==> config.mk <==
export PLATFORM = sky130hd
export DESIGN_NAME = axis_credit_tx_flat
export DESIGN_NICKNAME = d
export VERILOG_FILES = /design/src/rtl/axis_credit_tx_if.sv /design/src/rtl/axis_credit_tx.sv /design/src/flat_wrapper.sv
export SDC_FILE = /design/constraint.sdc
export NUM_CORES = 1
export LEC_CHECK = 0
export ABC_CLOCK_PERIOD_IN_PS = 2300
export BUFFER_PORTS_ARGS = -buffer_cell sky130_fd_sc_hd__buf_2
export CELL_PAD_IN_SITES_DETAIL_PLACEMENT = 0
export CELL_PAD_IN_SITES_GLOBAL_PLACEMENT = 2
export CORE_AREA = 5 5 66 68
export DETAILED_ROUTE_END_ITERATION = 10
export DIE_AREA = 0 0 71 73
export PLACE_DENSITY = 0.8
export SETUP_SLACK_MARGIN = 0.15
export SLEW_MARGIN = 20
export SYNTH_ARGS = -nofsm -noshare
export SYNTH_HDL_FRONTEND = slang
export SYNTH_SLANG_ARGS = --single-unit
==> constraint.sdc <==
create_clock -name clk -period 2.3 [get_ports clk]
set_clock_uncertainty 0.15 [all_clocks]
set_input_delay 0.115 -clock clk [delete_from_list [all_inputs] [get_ports clk]]
set_output_delay 0.115 -clock clk [all_outputs]
set_load 0.01 [all_outputs]
==> src/rtl/axis_credit_tx_if.sv <==
// Bus bundle for axis_credit_tx: upstream AXI-Stream input, ready-less link output and credit return.
// master = upstream/far-end side, slave = the transmitter itself.
interface axis_credit_tx_if #(
   parameter int DATA_WIDTH = 8,
   parameter int KEEP_WIDTH = (DATA_WIDTH + 7) / 8,
   parameter int USER_WIDTH = 1
);
   logic [DATA_WIDTH-1:0] s_axis_tdata;
   logic [KEEP_WIDTH-1:0] s_axis_tkeep;
   logic                  s_axis_tvalid;
   logic                  s_axis_tready;
   logic                  s_axis_tlast;
   logic [USER_WIDTH-1:0] s_axis_tuser;
   logic [DATA_WIDTH-1:0] link_tdata;
   logic [KEEP_WIDTH-1:0] link_tkeep;
   logic                  link_tvalid;
   logic                  link_tlast;
   logic [USER_WIDTH-1:0] link_tuser;
   logic                  link_credit;

   modport master (
      output s_axis_tdata, s_axis_tkeep, s_axis_tvalid, s_axis_tlast, s_axis_tuser, link_credit,
      input  s_axis_tready, link_tdata, link_tkeep, link_tvalid, link_tlast, link_tuser
   );

   modport slave (
      input  s_axis_tdata, s_axis_tkeep, s_axis_tvalid, s_axis_tlast, s_axis_tuser, link_credit,
      output s_axis_tready, link_tdata, link_tkeep, link_tvalid, link_tlast, link_tuser
   );
endinterface

==> src/rtl/axis_credit_tx.sv <==
// Credit-flow-controlled AXI-Stream transmitter: sends a beat only while holding a credit.
// Define AXIS_CREDIT_TX_STATS_EN to add stat_credit_level / stat_pkt_count outputs.
module axis_credit_tx #(
   parameter int DATA_WIDTH    = 8,
   parameter int KEEP_ENABLE   = (DATA_WIDTH > 8),
   parameter int KEEP_WIDTH    = (DATA_WIDTH + 7) / 8,
   parameter int LAST_ENABLE   = 1,
   parameter int USER_ENABLE   = 1,
   parameter int USER_WIDTH    = 1,
   parameter int LENGTH        = 2,
   parameter int CREDIT_LENGTH = 2,
   parameter int CREDITS       = 8,
   localparam int CNT_WIDTH    = $clog2(CREDITS + 1)
) (
   input  logic            clk,
   input  logic            rst,
   axis_credit_tx_if.slave bus,
   output logic            credit_err
`ifdef AXIS_CREDIT_TX_STATS_EN
   ,
   output logic [CNT_WIDTH-1:0] stat_credit_level,
   output logic [31:0]          stat_pkt_count
`endif
);
   localparam int SW = CNT_WIDTH + 1;

   typedef struct packed {
      logic [DATA_WIDTH-1:0] data;
      logic [KEEP_WIDTH-1:0] keep;
      logic                  last;
      logic [USER_WIDTH-1:0] user;
   } beat_t;

   beat_t                in_beat;
   beat_t                beat_pipe [LENGTH];
   logic [LENGTH-1:0]    vld_pipe;
   logic [CNT_WIDTH-1:0] credit_cnt;
   logic [CNT_WIDTH-1:0] cnt_next;
   logic [SW-1:0]        cnt_sum;
   logic                 tready_reg;
   logic                 take;
   logic                 ret;
   logic                 over;

   assign take              = bus.s_axis_tvalid & tready_reg;
   assign bus.s_axis_tready = tready_reg;
   assign in_beat           = {bus.s_axis_tdata, bus.s_axis_tkeep, bus.s_axis_tlast, bus.s_axis_tuser};

   // Forward path: data registers carry no reset, only the valid shift register does.
   always_ff @(posedge clk) begin
      beat_pipe[0] <= in_beat;
      for (int i = 1; i < LENGTH; i++) beat_pipe[i] <= beat_pipe[i-1];
   end

   always_ff @(posedge clk) begin
      if (rst) begin
         vld_pipe <= '0;
      end else begin
         vld_pipe[0] <= take;
         for (int i = 1; i < LENGTH; i++) vld_pipe[i] <= vld_pipe[i-1];
      end
   end

   assign bus.link_tvalid = vld_pipe[LENGTH-1];
   assign bus.link_tdata  = beat_pipe[LENGTH-1].data;
   assign bus.link_tkeep  = (KEEP_ENABLE != 0) ? beat_pipe[LENGTH-1].keep : '1;
   assign bus.link_tlast  = (LAST_ENABLE != 0) ? beat_pipe[LENGTH-1].last : 1'b1;
   assign bus.link_tuser  = (USER_ENABLE != 0) ? beat_pipe[LENGTH-1].user : '0;

   generate
      if (CREDIT_LENGTH == 0) begin : g_no_cpipe
         assign ret = bus.link_credit;
      end else begin : g_cpipe
         logic [CREDIT_LENGTH-1:0] cred_pipe;
         always_ff @(posedge clk) begin
            if (rst) begin
               cred_pipe <= '0;
            end else begin
               cred_pipe[0] <= bus.link_credit;
               for (int i = 1; i < CREDIT_LENGTH; i++) cred_pipe[i] <= cred_pipe[i-1];
            end
         end
         assign ret = cred_pipe[CREDIT_LENGTH-1];
      end
   endgenerate

   // One extra bit so a surplus credit at full count is visible before clamping.
   always_comb begin
      cnt_sum  = {1'b0, credit_cnt} - SW'(take) + SW'(ret);
      over     = (cnt_sum > SW'(CREDITS));
      cnt_next = over ? CNT_WIDTH'(CREDITS) : cnt_sum[CNT_WIDTH-1:0];
   end

   // Ready is registered from the next count: no comb path from link_credit or tvalid.
   always_ff @(posedge clk) begin
      if (rst) begin
         credit_cnt <= CNT_WIDTH'(CREDITS);
         tready_reg <= 1'b0;
         credit_err <= 1'b0;
      end else begin
         credit_cnt <= cnt_next;
         tready_reg <= (cnt_next != '0);
         credit_err <= credit_err | over;
      end
   end

`ifdef AXIS_CREDIT_TX_STATS_EN
   assign stat_credit_level = credit_cnt;

   always_ff @(posedge clk) begin
      if (rst) stat_pkt_count <= '0;
      else if (take && bus.s_axis_tlast) stat_pkt_count <= stat_pkt_count + 32'd1;
   end
`endif
endmodule

==> src/flat_wrapper.sv <==
// flat-port wrapper written by rule: the top's interface ports become plain ports
module axis_credit_tx_flat 
#(
   parameter int DATA_WIDTH    = 8,
   parameter int KEEP_ENABLE   = (DATA_WIDTH > 8),
   parameter int KEEP_WIDTH    = (DATA_WIDTH + 7) / 8,
   parameter int LAST_ENABLE   = 1,
   parameter int USER_ENABLE   = 1,
   parameter int USER_WIDTH    = 1,
   parameter int LENGTH        = 2,
   parameter int CREDIT_LENGTH = 2,
   parameter int CREDITS       = 8,
   localparam int CNT_WIDTH    = $clog2(CREDITS + 1)
)
  (clk, rst, credit_err, bus_s_axis_tdata, bus_s_axis_tkeep, bus_s_axis_tvalid, bus_s_axis_tlast, bus_s_axis_tuser, bus_link_credit, bus_s_axis_tready, bus_link_tdata, bus_link_tkeep, bus_link_tvalid, bus_link_tlast, bus_link_tuser);
  axis_credit_tx_if #(.DATA_WIDTH(DATA_WIDTH), .KEEP_WIDTH(KEEP_WIDTH), .USER_WIDTH(USER_WIDTH)) bus_i ();
  input  logic clk;
  input  logic rst;
  output logic credit_err;
  input wire logic [$bits(bus_i.s_axis_tdata)-1:0] bus_s_axis_tdata;
  input wire logic [$bits(bus_i.s_axis_tkeep)-1:0] bus_s_axis_tkeep;
  input wire logic [$bits(bus_i.s_axis_tvalid)-1:0] bus_s_axis_tvalid;
  input wire logic [$bits(bus_i.s_axis_tlast)-1:0] bus_s_axis_tlast;
  input wire logic [$bits(bus_i.s_axis_tuser)-1:0] bus_s_axis_tuser;
  input wire logic [$bits(bus_i.link_credit)-1:0] bus_link_credit;
  output wire logic [$bits(bus_i.s_axis_tready)-1:0] bus_s_axis_tready;
  output wire logic [$bits(bus_i.link_tdata)-1:0] bus_link_tdata;
  output wire logic [$bits(bus_i.link_tkeep)-1:0] bus_link_tkeep;
  output wire logic [$bits(bus_i.link_tvalid)-1:0] bus_link_tvalid;
  output wire logic [$bits(bus_i.link_tlast)-1:0] bus_link_tlast;
  output wire logic [$bits(bus_i.link_tuser)-1:0] bus_link_tuser;
  assign bus_i.s_axis_tdata = bus_s_axis_tdata;
  assign bus_i.s_axis_tkeep = bus_s_axis_tkeep;
  assign bus_i.s_axis_tvalid = bus_s_axis_tvalid;
  assign bus_i.s_axis_tlast = bus_s_axis_tlast;
  assign bus_i.s_axis_tuser = bus_s_axis_tuser;
  assign bus_i.link_credit = bus_link_credit;
  assign bus_s_axis_tready = bus_i.s_axis_tready;
  assign bus_link_tdata = bus_i.link_tdata;
  assign bus_link_tkeep = bus_i.link_tkeep;
  assign bus_link_tvalid = bus_i.link_tvalid;
  assign bus_link_tlast = bus_i.link_tlast;
  assign bus_link_tuser = bus_i.link_tuser;
  axis_credit_tx #(.DATA_WIDTH(DATA_WIDTH), .KEEP_ENABLE(KEEP_ENABLE), .KEEP_WIDTH(KEEP_WIDTH), .LAST_ENABLE(LAST_ENABLE), .USER_ENABLE(USER_ENABLE), .USER_WIDTH(USER_WIDTH), .LENGTH(LENGTH), .CREDIT_LENGTH(CREDIT_LENGTH), .CREDITS(CREDITS)) u_core (.clk(clk), .rst(rst), .bus(bus_i), .credit_err(credit_err));
endmodule
---- Word-level counts from Yosys, hierarchy flattened ----
Memories as Yosys holds them, arrays and structs flattened.
Cells that the tools add are included.
word-level totals
  flip-flop bits (word level) ............. 10
  latch bits .............................. 0
  bits in writable memories ............... 22
  ROM bits ................................ 0
  input bits .............................. 15
  word-level logic and storage cells ...... 13
  memories kept ........................... 1
memories
  memory            depth  width  rd ports  clocked after Yosys merged registers in  write ports  RTL line              text
  u_core.beat_pipe  2      11     2         0                                        2            axis_credit_tx.sv:35  beat_t beat_pipe [LENGTH];
cells by class
  add/subtract/negate cells ............... 2
  multiply operators ...................... 0
  divide/modulo/power cells ............... 0
  $lt $le $gt $ge ......................... 1
  equality and inequality tests ........... 0
  shifts and indexed selects .............. 0
  muxes and demuxes ....................... 1
  bitwise operators ....................... 2
  reduce and logical (&&, ||, !) cells .... 1
operators by type and width
  kind                count
  $add 5x1->5         1
  $gt 5x4->1 const B  1
  $sub 4x1->5         1
  $mux 4              1
  $reduce_bool 4->1   1
  $and 1x1->1         1
  $or 1x1->1          1

---- Logic depth before layout (Yosys ltp) ----
Gate-level depths: netlist of run 1.
  depth in word-level cells ............... 6
  mapped depth ............................ 10
  mapped depth without buffers ............ 10

---- Worst setup path after synthesis of run 1 ----
No wires, ideal clock.
  kind .................................... flip-flop to flip-flop
  start point ............................. reg u_core.tready_reg, in the netlist u_core.bus.s_axis_tready
  end point ............................... reg u_core.tready_reg, in the netlist u_core.bus.s_axis_tready
  library setup time ...................... 122 ps
  data arrival time ....................... 2234 ps
  slack ................................... -206 ps
  stages on the path, launching flop included .. 11
  period minus slack after synthesis ...... 2506 ps
  cells stage by stage .................... dfxtp_1 and2_1 ha_1 inv_1 ha_1 inv_1 fa_1 or2b_1 o2bb2ai_1 xnor2_1 o31a_2
on the way
  cells in the longest elaborated chain, start to end .. 6
ends and longest elaborated chain
  item                      RTL line               text
  start: declaration        axis_credit_tx.sv:40   logic tready_reg;
  start signal: assignment  axis_credit_tx.sv:102  tready_reg <= (cnt_next != '0);
  $and 1x1->1 *             axis_credit_tx.sv:45   assign take = bus.s_axis_tvalid & tready_reg;
  named net u_core.take     axis_credit_tx.sv:41   logic take;
  $sub 4x1->5 *             axis_credit_tx.sv:89   cnt_sum = {1'b0, credit_cnt} - SW'(take) + SW'(ret);
  $add 5x1->5 *             axis_credit_tx.sv:89
  $gt 5x4->1                axis_credit_tx.sv:90   over = (cnt_sum > SW'(CREDITS));
  $mux 4 *                  axis_credit_tx.sv:91   cnt_next = over ? CNT_WIDTH'(CREDITS) : cnt_sum[CNT_WIDTH-1:0];
  $reduce_bool 4->1 *       axis_credit_tx.sv:102
Mark *: on every way through the listed nets, which the timed path passes. The rest lies on a longest branch.
A chain may end at the register's enable or synchronous reset.

---- Worst setup path after layout of run 1 ----
  start point ............................. reg u_core.tready_reg, in the netlist u_core.bus.s_axis_tready
  end point ............................... reg u_core.credit_cnt[0]
on the way
  cells in the longest elaborated chain, start to end .. 5
ends and longest elaborated chain
  item                    RTL line               text
  $and 1x1->1 *           axis_credit_tx.sv:45
  named net u_core.take   axis_credit_tx.sv:41
  $sub 4x1->5 *           axis_credit_tx.sv:89
  $add 5x1->5 *           axis_credit_tx.sv:89
  $gt 5x4->1              axis_credit_tx.sv:90
  $mux 4 *                axis_credit_tx.sv:91
  end signal: assignment  axis_credit_tx.sv:97   credit_cnt <= CNT_WIDTH'(CREDITS);
  end signal: assignment  axis_credit_tx.sv:101  credit_cnt <= cnt_next;
  end: declaration        axis_credit_tx.sv:37   logic [CNT_WIDTH-1:0] credit_cnt;
Marked as above.

==> impl_metrics.ini, run 1 <==
[drt]
vias = 650
drt_iter0_drc = 25
route.detailed.wl_per_inst_um = 10.16
drt-vias-per-instance = 3.824
post-route-drc-count = 0
antenna_left = 0
firstDrtPassIters = 3
routed_wirelength_um = 1727

[run_status]
failing_checks = negative setup slack
status = complete, but fails checks

[setup_path]
endpoint_type_of_the_worst_setup_path = flip-flop
worst-endpoint-arrival_ns = 2.41
launch_instance_of_the_worst_register_to_register_path = u_core.bus.s_axis_tready
depth_of_the_worst_register_to_register_path = 11
critical_path.startpoint_type = flip-flop
worstSetupStartpoint = u_core.bus.s_axis_tready
endpoint = u_core.credit_cnt[0]
timing.setup.critical_path_class = flip-flop to flip-flop
reg2reg_to = u_core.credit_cnt[0]
rrSetupSlack_ns = -0.06
worst-path-max-fanout = 3
critPathRequiredTime_ns = 2.35

[global_route]
groute.usage.overall_pct = 7.223
global_route.overflow_total = 0
grt.met3_usage_pct = 4.132
globalRoute.busiestLayer = met2
groute.layer.met1.usage_pct = 6.998
grt_antenna_before_repair = 0
grt_pass1_vias = 666
grt_first_pass_wirelength_um = 2808
met2_track_demand_over_resource_in_global_routing_pct = 11.95
pin_count_of_the_biggest_net_entering_global_routing = 11

[sta]
fmax_ghz = 0.4234
hold_ws_ns = 0.04302
grt_setup_unrepaired = yes
post-route-min-period_ns = 2.362
post-route-period-util_pct = 102.7
timing.final.setup_violations = 5
setup_ws_ns = -0.06206
report.final.slew_viol_count = 0
timing.final.hold_violations = 0

[finish]
final_cell_area_um2 = 1479
final_cell_count_no_fill = 170
drive_above_1_share_pct = 45.00
antenna-diode-count = 0
design.final.nets = 140
area.growth.synth_to_final_pct = 53.11

[pwr]
irDropWorstVdd_v = 0.0003217
pwr_density_cell_nw_per_um2 = 1227
leakagePower_uw = 0.0006579

[cts]
numClockSinks = 30
cts_tree = yes
clkSlewWorstSetupHoldPaths_ns = 0.07
cts_inserted_buffers = 5
worst_skew_pair.late_latency_ns = 0.28
cts-root-to-sink-buffers = 2
htree_num_levels = 2
cts_root_buffer = clkbuf_8

[placed_design]
detailedPlacementHpwl_um = 1175
place.detailed.instances = 148
post_dp_cell_area_um2 = 1160
numPortBuffers = 26
globalplace.congestion = 0.8009
detailedPlace.worstSlack_ns = -0.1570

[logic_synthesis]
synth_warn = 0
syn_avg_cell_area_um2 = 12.07
synth_fp_nets = 101
synth.lib_cells_used.distinct = 25
synth.ff_latch_count = 30
synth_sequential_area_ratio_pct = 62.18
number_of_instances_in_the_synthesized_netlist = 80
syn-cell-area_um2 = 965.9

[min_path]
timing.hold.worst.class = input pin to flip-flop

[floorplan]
floorplan.initialDensity_pct = 25.43
floorplan.die.height_um = 73
core.rowCount = 23
fp.dieArea_um2 = 5183
placeableCoreArea_um2 = 3799
die_w_um = 71
boundaryPins = 29

[job]
drv.max_cap_violation_count = 0
## report_power, final
part | leakage (uW) | switching [uW] | internal, uW
Combinational | 0.000335 | 275 | 290
Sequential | 0.000251 | 24.0 | 578
Clock | 0.0000714 | 187 | 462
Total | 0.000658 | 486 | 1330
## stage by stage
step / setup TNS, ns / util [%] / power [uW]
6_report: -0.1738 / 38.93 / 1815
5_1_grt: -0.5181 / 38.93 / 1908
4_1_cts: -0.2009 / 38.27 / 1778
3_5_place_dp: -0.5057 / 30.53 / 1077
3_3_place_gp: -0.3681 / 30.53 / 1060
2_1_floorplan: -0.1525 / - / 955.6
## how the worst min path moves through the flow
stage                              startpoint  cells after the start                      to
after detailed placement  bus_s_axis_tdata[3]                      1  u_core.beat_pipe[0][6]
after floorplan              bus_s_axis_tuser                      0  u_core.beat_pipe[0][0]
after CTS                   bus_s_axis_tvalid                      3      u_core.vld_pipe[0]
after global placement    bus_s_axis_tdata[5]                      1  u_core.beat_pipe[0][8]
after global routing        bus_s_axis_tvalid                      3      u_core.vld_pipe[0]
final                       bus_s_axis_tvalid                      3      u_core.vld_pipe[0]
## cells by family after synthesis
family / Yosys count / synth area share, %
AOI/OAI and AO/OA: 5 / 4.016
xor gates and xnor gates: 3 / 2.721
adders and majority gates: 6 / 8.549
buffers and inverters: 19 / 10.88
DFF: 30 / 62.18
other: 1 / 0.3882
and+or+nand+nor: 16 / 11.27
## cell type report
cell class                      count  area, um2
Fill cell                         379       2320
Clock buffer                        6      82.58
Multi-Input combinational cell     31      352.8
Timing Repair Buffer               42      282.8
Tap cell                           50      62.56
Clock inverter                      2      60.06
Inverter                            9      36.28
Sequential cell                    30      601.8
## flip-flops by register name (all words and copies together), names as in the netlist
signal,flops
u_core.beat_pipe,20
u_core.bus.s_axis_tready,1
u_core.credit_cnt,4
u_core.credit_err,1
u_core.g_cpipe.cred_pipe,2
u_core.vld_pipe,2
## metal layers
metal,part of all wire [%],up-vias,routed length (um)
met5,0,-,0
met4,2.4,0,42
met3,9.4,4,163
met2,51,24,874
met1,37,301,646
li1,-,321,-
## synthesized netlist by cell type
| library cell | instances | area, um2 |
|---|---|---|
| nor2_1 | 1 | 3.750 |
| xor2_1 | 1 | 8.760 |
| a21o_2 | 1 | 8.760 |
| fa_1 | 1 | 20.02 |
| and3_4 | 1 | 11.26 |
| and2_1 | 2 | 12.51 |
| and2_4 | 1 | 8.760 |
| inv_1 | 9 | 33.78 |
| nor4b_1 | 1 | 8.760 |
| o2bb2ai_1 | 1 | 8.760 |
| conb_1 | 1 | 3.750 |
| nor2b_1 | 3 | 18.77 |
| or2b_1 | 1 | 7.510 |
| o21ai_0 | 1 | 5.000 |
| ha_1 | 5 | 62.56 |
| clkbuf_1 | 1 | 3.750 |
| buf_4 | 9 | 67.56 |
| dfxtp_1 | 30 | 600.6 |
| nand3b_1 | 1 | 7.510 |
| nand3_1 | 1 | 5.000 |
| xnor2_1 | 2 | 17.52 |
| a31oi_1 | 1 | 6.260 |
| nor4_1 | 2 | 12.51 |
| o31a_2 | 1 | 10.01 |
| or3_1 | 2 | 12.51 |
## placed cells by master, fill, tap and decap left out, types with 2 or more instances in the layout
cell           synthesis  layout
or3_1                  2       2
buf_4                  9       3
buf_2                  0      26
dlygate4sd3_1          0      13
inv_1                  9       7
ha_4                   0       2
clkbuf_8               0       6
bufinv_16              0       2
nor2b_1                3       3
dfxtp_1               30      29
xnor2_2                0       2
and2_4                 1       2
ha_1                   5       3
## timing repair
| action | 4_1_cts | 5_1_grt |
|---|---|---|
| gates resized for setup | 2 | 4 |
| pin swaps | 5 | 0 |
| buffers inserted | 1 | 0 |
| endpoints found under the hold margin | 16 | 0 |
| endpoints found under the setup margin | 6 | 6 |
| hold buffers | 13 | 0 |
## critical path: stages, from the launching register on
cell and delay [ns]:
dfxtp_2 0.31, and2_4 0.16, ha_4 0.21, inv_4 0.05, ha_4 0.12, inv_2 0.03
fa_2 0.34, or2b_1 0.27, o2bb2ai_4 0.14, xnor2_2 0.14, buf_4 0.16, nor4b_2 0.19
Power figures use the tool's default switching activity.
==> run 2: changes to the inputs <==
--- a/config.mk
+++ b/config.mk
@@ -9,10 +9,11 @@
 export BUFFER_PORTS_ARGS = -buffer_cell sky130_fd_sc_hd__buf_2
 export CELL_PAD_IN_SITES_DETAIL_PLACEMENT = 0
 export CELL_PAD_IN_SITES_GLOBAL_PLACEMENT = 2
-export CORE_AREA = 5 5 66 68
+export CORE_AREA = 2 2 63 65
 export DETAILED_ROUTE_END_ITERATION = 10
-export DIE_AREA = 0 0 71 73
+export DIE_AREA = 0 0 65 67
 export PLACE_DENSITY = 0.8
+export REMOVE_ABC_BUFFERS = 1
 export SETUP_SLACK_MARGIN = 0.15
 export SLEW_MARGIN = 20
 export SYNTH_ARGS = -nofsm -noshare
==> impl_metrics.ini, run 2 (synthesis gave the netlist of run 1 again) <==
[run_status]
status = complete, but fails checks
failing_checks = negative setup slack

[finish]
area.growth.synth_to_final_pct = 49.35
antenna-diode-count = 0
layout_commonest_cell = dfxtp_1
largestRegisters = u_core.beat_pipe: 20 flops, u_core.credit_cnt: 4 flops
largest_register_ffs = 20
final_cell_mix = 29 x dfxtp_1, 26 x buf_2, 13 x dlygate4sd3_1
largest_register = u_core.beat_pipe
drive_above_1_share_pct = 43.80
final_cell_count_no_fill = 169
design.final.nets = 142
final_cell_area_um2 = 1443

[global_route]
grt_first_pass_wirelength_um = 2801
groute.usage.overall_pct = 9.091
pin_count_of_the_biggest_net_entering_global_routing = 10
global_route.overflow_total = 0
grt_antenna_before_repair = 0
grt_pass1_vias = 646

[drt]
routed_wirelength_um = 1743
post-route-drc-count = 0
drt-vias-per-instance = 3.840
vias = 649
antenna_left = 0
route.detailed.wl_per_inst_um = 10.31
drt_iter0_drc = 18
firstDrtPassIters = 3

[cts]
htree_num_levels = 2
worst_skew_pair.late_latency_ns = 0.27
cts_root_buffer = clkbuf_8
clkSlewWorstSetupHoldPaths_ns = 0.06
cts_tree = yes
cts-root-to-sink-buffers = 2
numClockSinks = 30
cts_inserted_buffers = 5

[sta]
report.final.slew_viol_count = 0
post-route-period-util_pct = 103.8
grt_setup_unrepaired = yes
timing.final.setup_violations = 3
hold_ws_ns = 0.06283
setup_ws_ns = -0.08810
timing.final.hold_violations = 0
post-route-min-period_ns = 2.388
fmax_ghz = 0.4187

[placed_design]
place.detailed.instances = 146
globalplace.congestion = 0.6699
post_dp_cell_area_um2 = 1100
detailedPlacementHpwl_um = 1068
numPortBuffers = 26

[setup_path]
crit_path_max_incr_delay_ns = 0.33
critPathRequiredTime_ns = 2.31
path_delay_family = simple AND/OR/NAND/NOR gates
endpoint_type_of_the_worst_setup_path = flip-flop
critical_path_slowest_stage_cell = fa_2
worst-path-max-fanout = 5
crit_chain = and2_4, ha_4, inv_2, ha_4, inv_2, fa_2, or2b_1, o2bb2ai_4, xnor2_4, or3_1
critical_path.startpoint_type = flip-flop
cp.buffers_inverters = 2
timing.critical_path.depth = 10
worst-endpoint-arrival_ns = 2.40
timing.setup.critical_path_class = flip-flop to flip-flop
depth_of_the_worst_register_to_register_path = 10

[pwr]
leakagePower_uw = 0.0006388
pwr_density_cell_nw_per_um2 = 1082
irDropWorstVdd_v = 0.0003850
finalPower_uw = 1560

[floorplan]
placeableCoreArea_um2 = 3606
floorplan.initialDensity_pct = 26.79
floorplan.die.height_um = 67
core.rowCount = 22
fp.dieArea_um2 = 4355
boundaryPins = 29
die_w_um = 65

[job]
drv.max_cap_violation_count = 0

[min_path]
timing.hold.worst.class = input pin to flip-flop
hold-path-cell-count = 3
run 2: layout make-up:
cell class | count | area, um2
clock buffer | 7 | 76.32
fill | 352 | 2163
inverter | 9 | 33.78
multi-input combinational | 31 | 361.6
sequential | 30 | 601.8
tap | 48 | 60.06
timing repair buffer | 44 | 309.0
run 2: per-stage QoR:
step	setup TNS [ns]	util (%)	setup slack (ns)
after CTS	-0.1576	38.90	-0.08713
after global routing	-0.6486	40.01	-0.1583
final	-0.2104	40.01	-0.08810
after global placement	-0.7677	30.50	-0.1988
after detailed placement	-1.100	30.50	-0.2635
after floorplan	-0.5729	-	-0.2062
run 2: tightest hold or removal path: stages:
cell    delay [ns]
buf_2         0.08
and2_4        0.15
and2_1        0.11
run 2: layer usage:
metal / routed length (um) / vias up / track usage, %
met2: 889 / 24 / 14.56
met4: 21 / 0 / 4.787
li1: - / 324 / -
met1: 704 / 298 / 9.721
met5: 0 / - / 0
met3: 127 / 3 / 4.730
run 2: power by group:
part	total, uW	internal (uW)	switching (uW)
logic	588	312	276
clock network	371	207	164
registers	601	578	23.0
run 2: final timing paths:
path	from	endpoint	slack, ns
min reg2reg	u_core.beat_pipe[0][4]	u_core.beat_pipe[0][15]	0.17
min	bus_s_axis_tvalid	u_core.vld_pipe[0]	0.06
max	u_core.bus.s_axis_tready	u_core.credit_cnt[3]	-0.09
max reg2reg	u_core.bus.s_axis_tready	u_core.credit_cnt[3]	-0.09
run 2: repair_timing:
| action | CTS | global route |
|---|---|---|
| pin swaps | 8 | 4 |
| endpoints found under the setup margin | 6 | 6 |
| setup buffers | 3 | 0 |
| hold buffers | 13 | 0 |
| hold endpoints to repair | 16 | 0 |
| gates resized for setup | 14 | 6 |
| cloned | 0 | 0 |
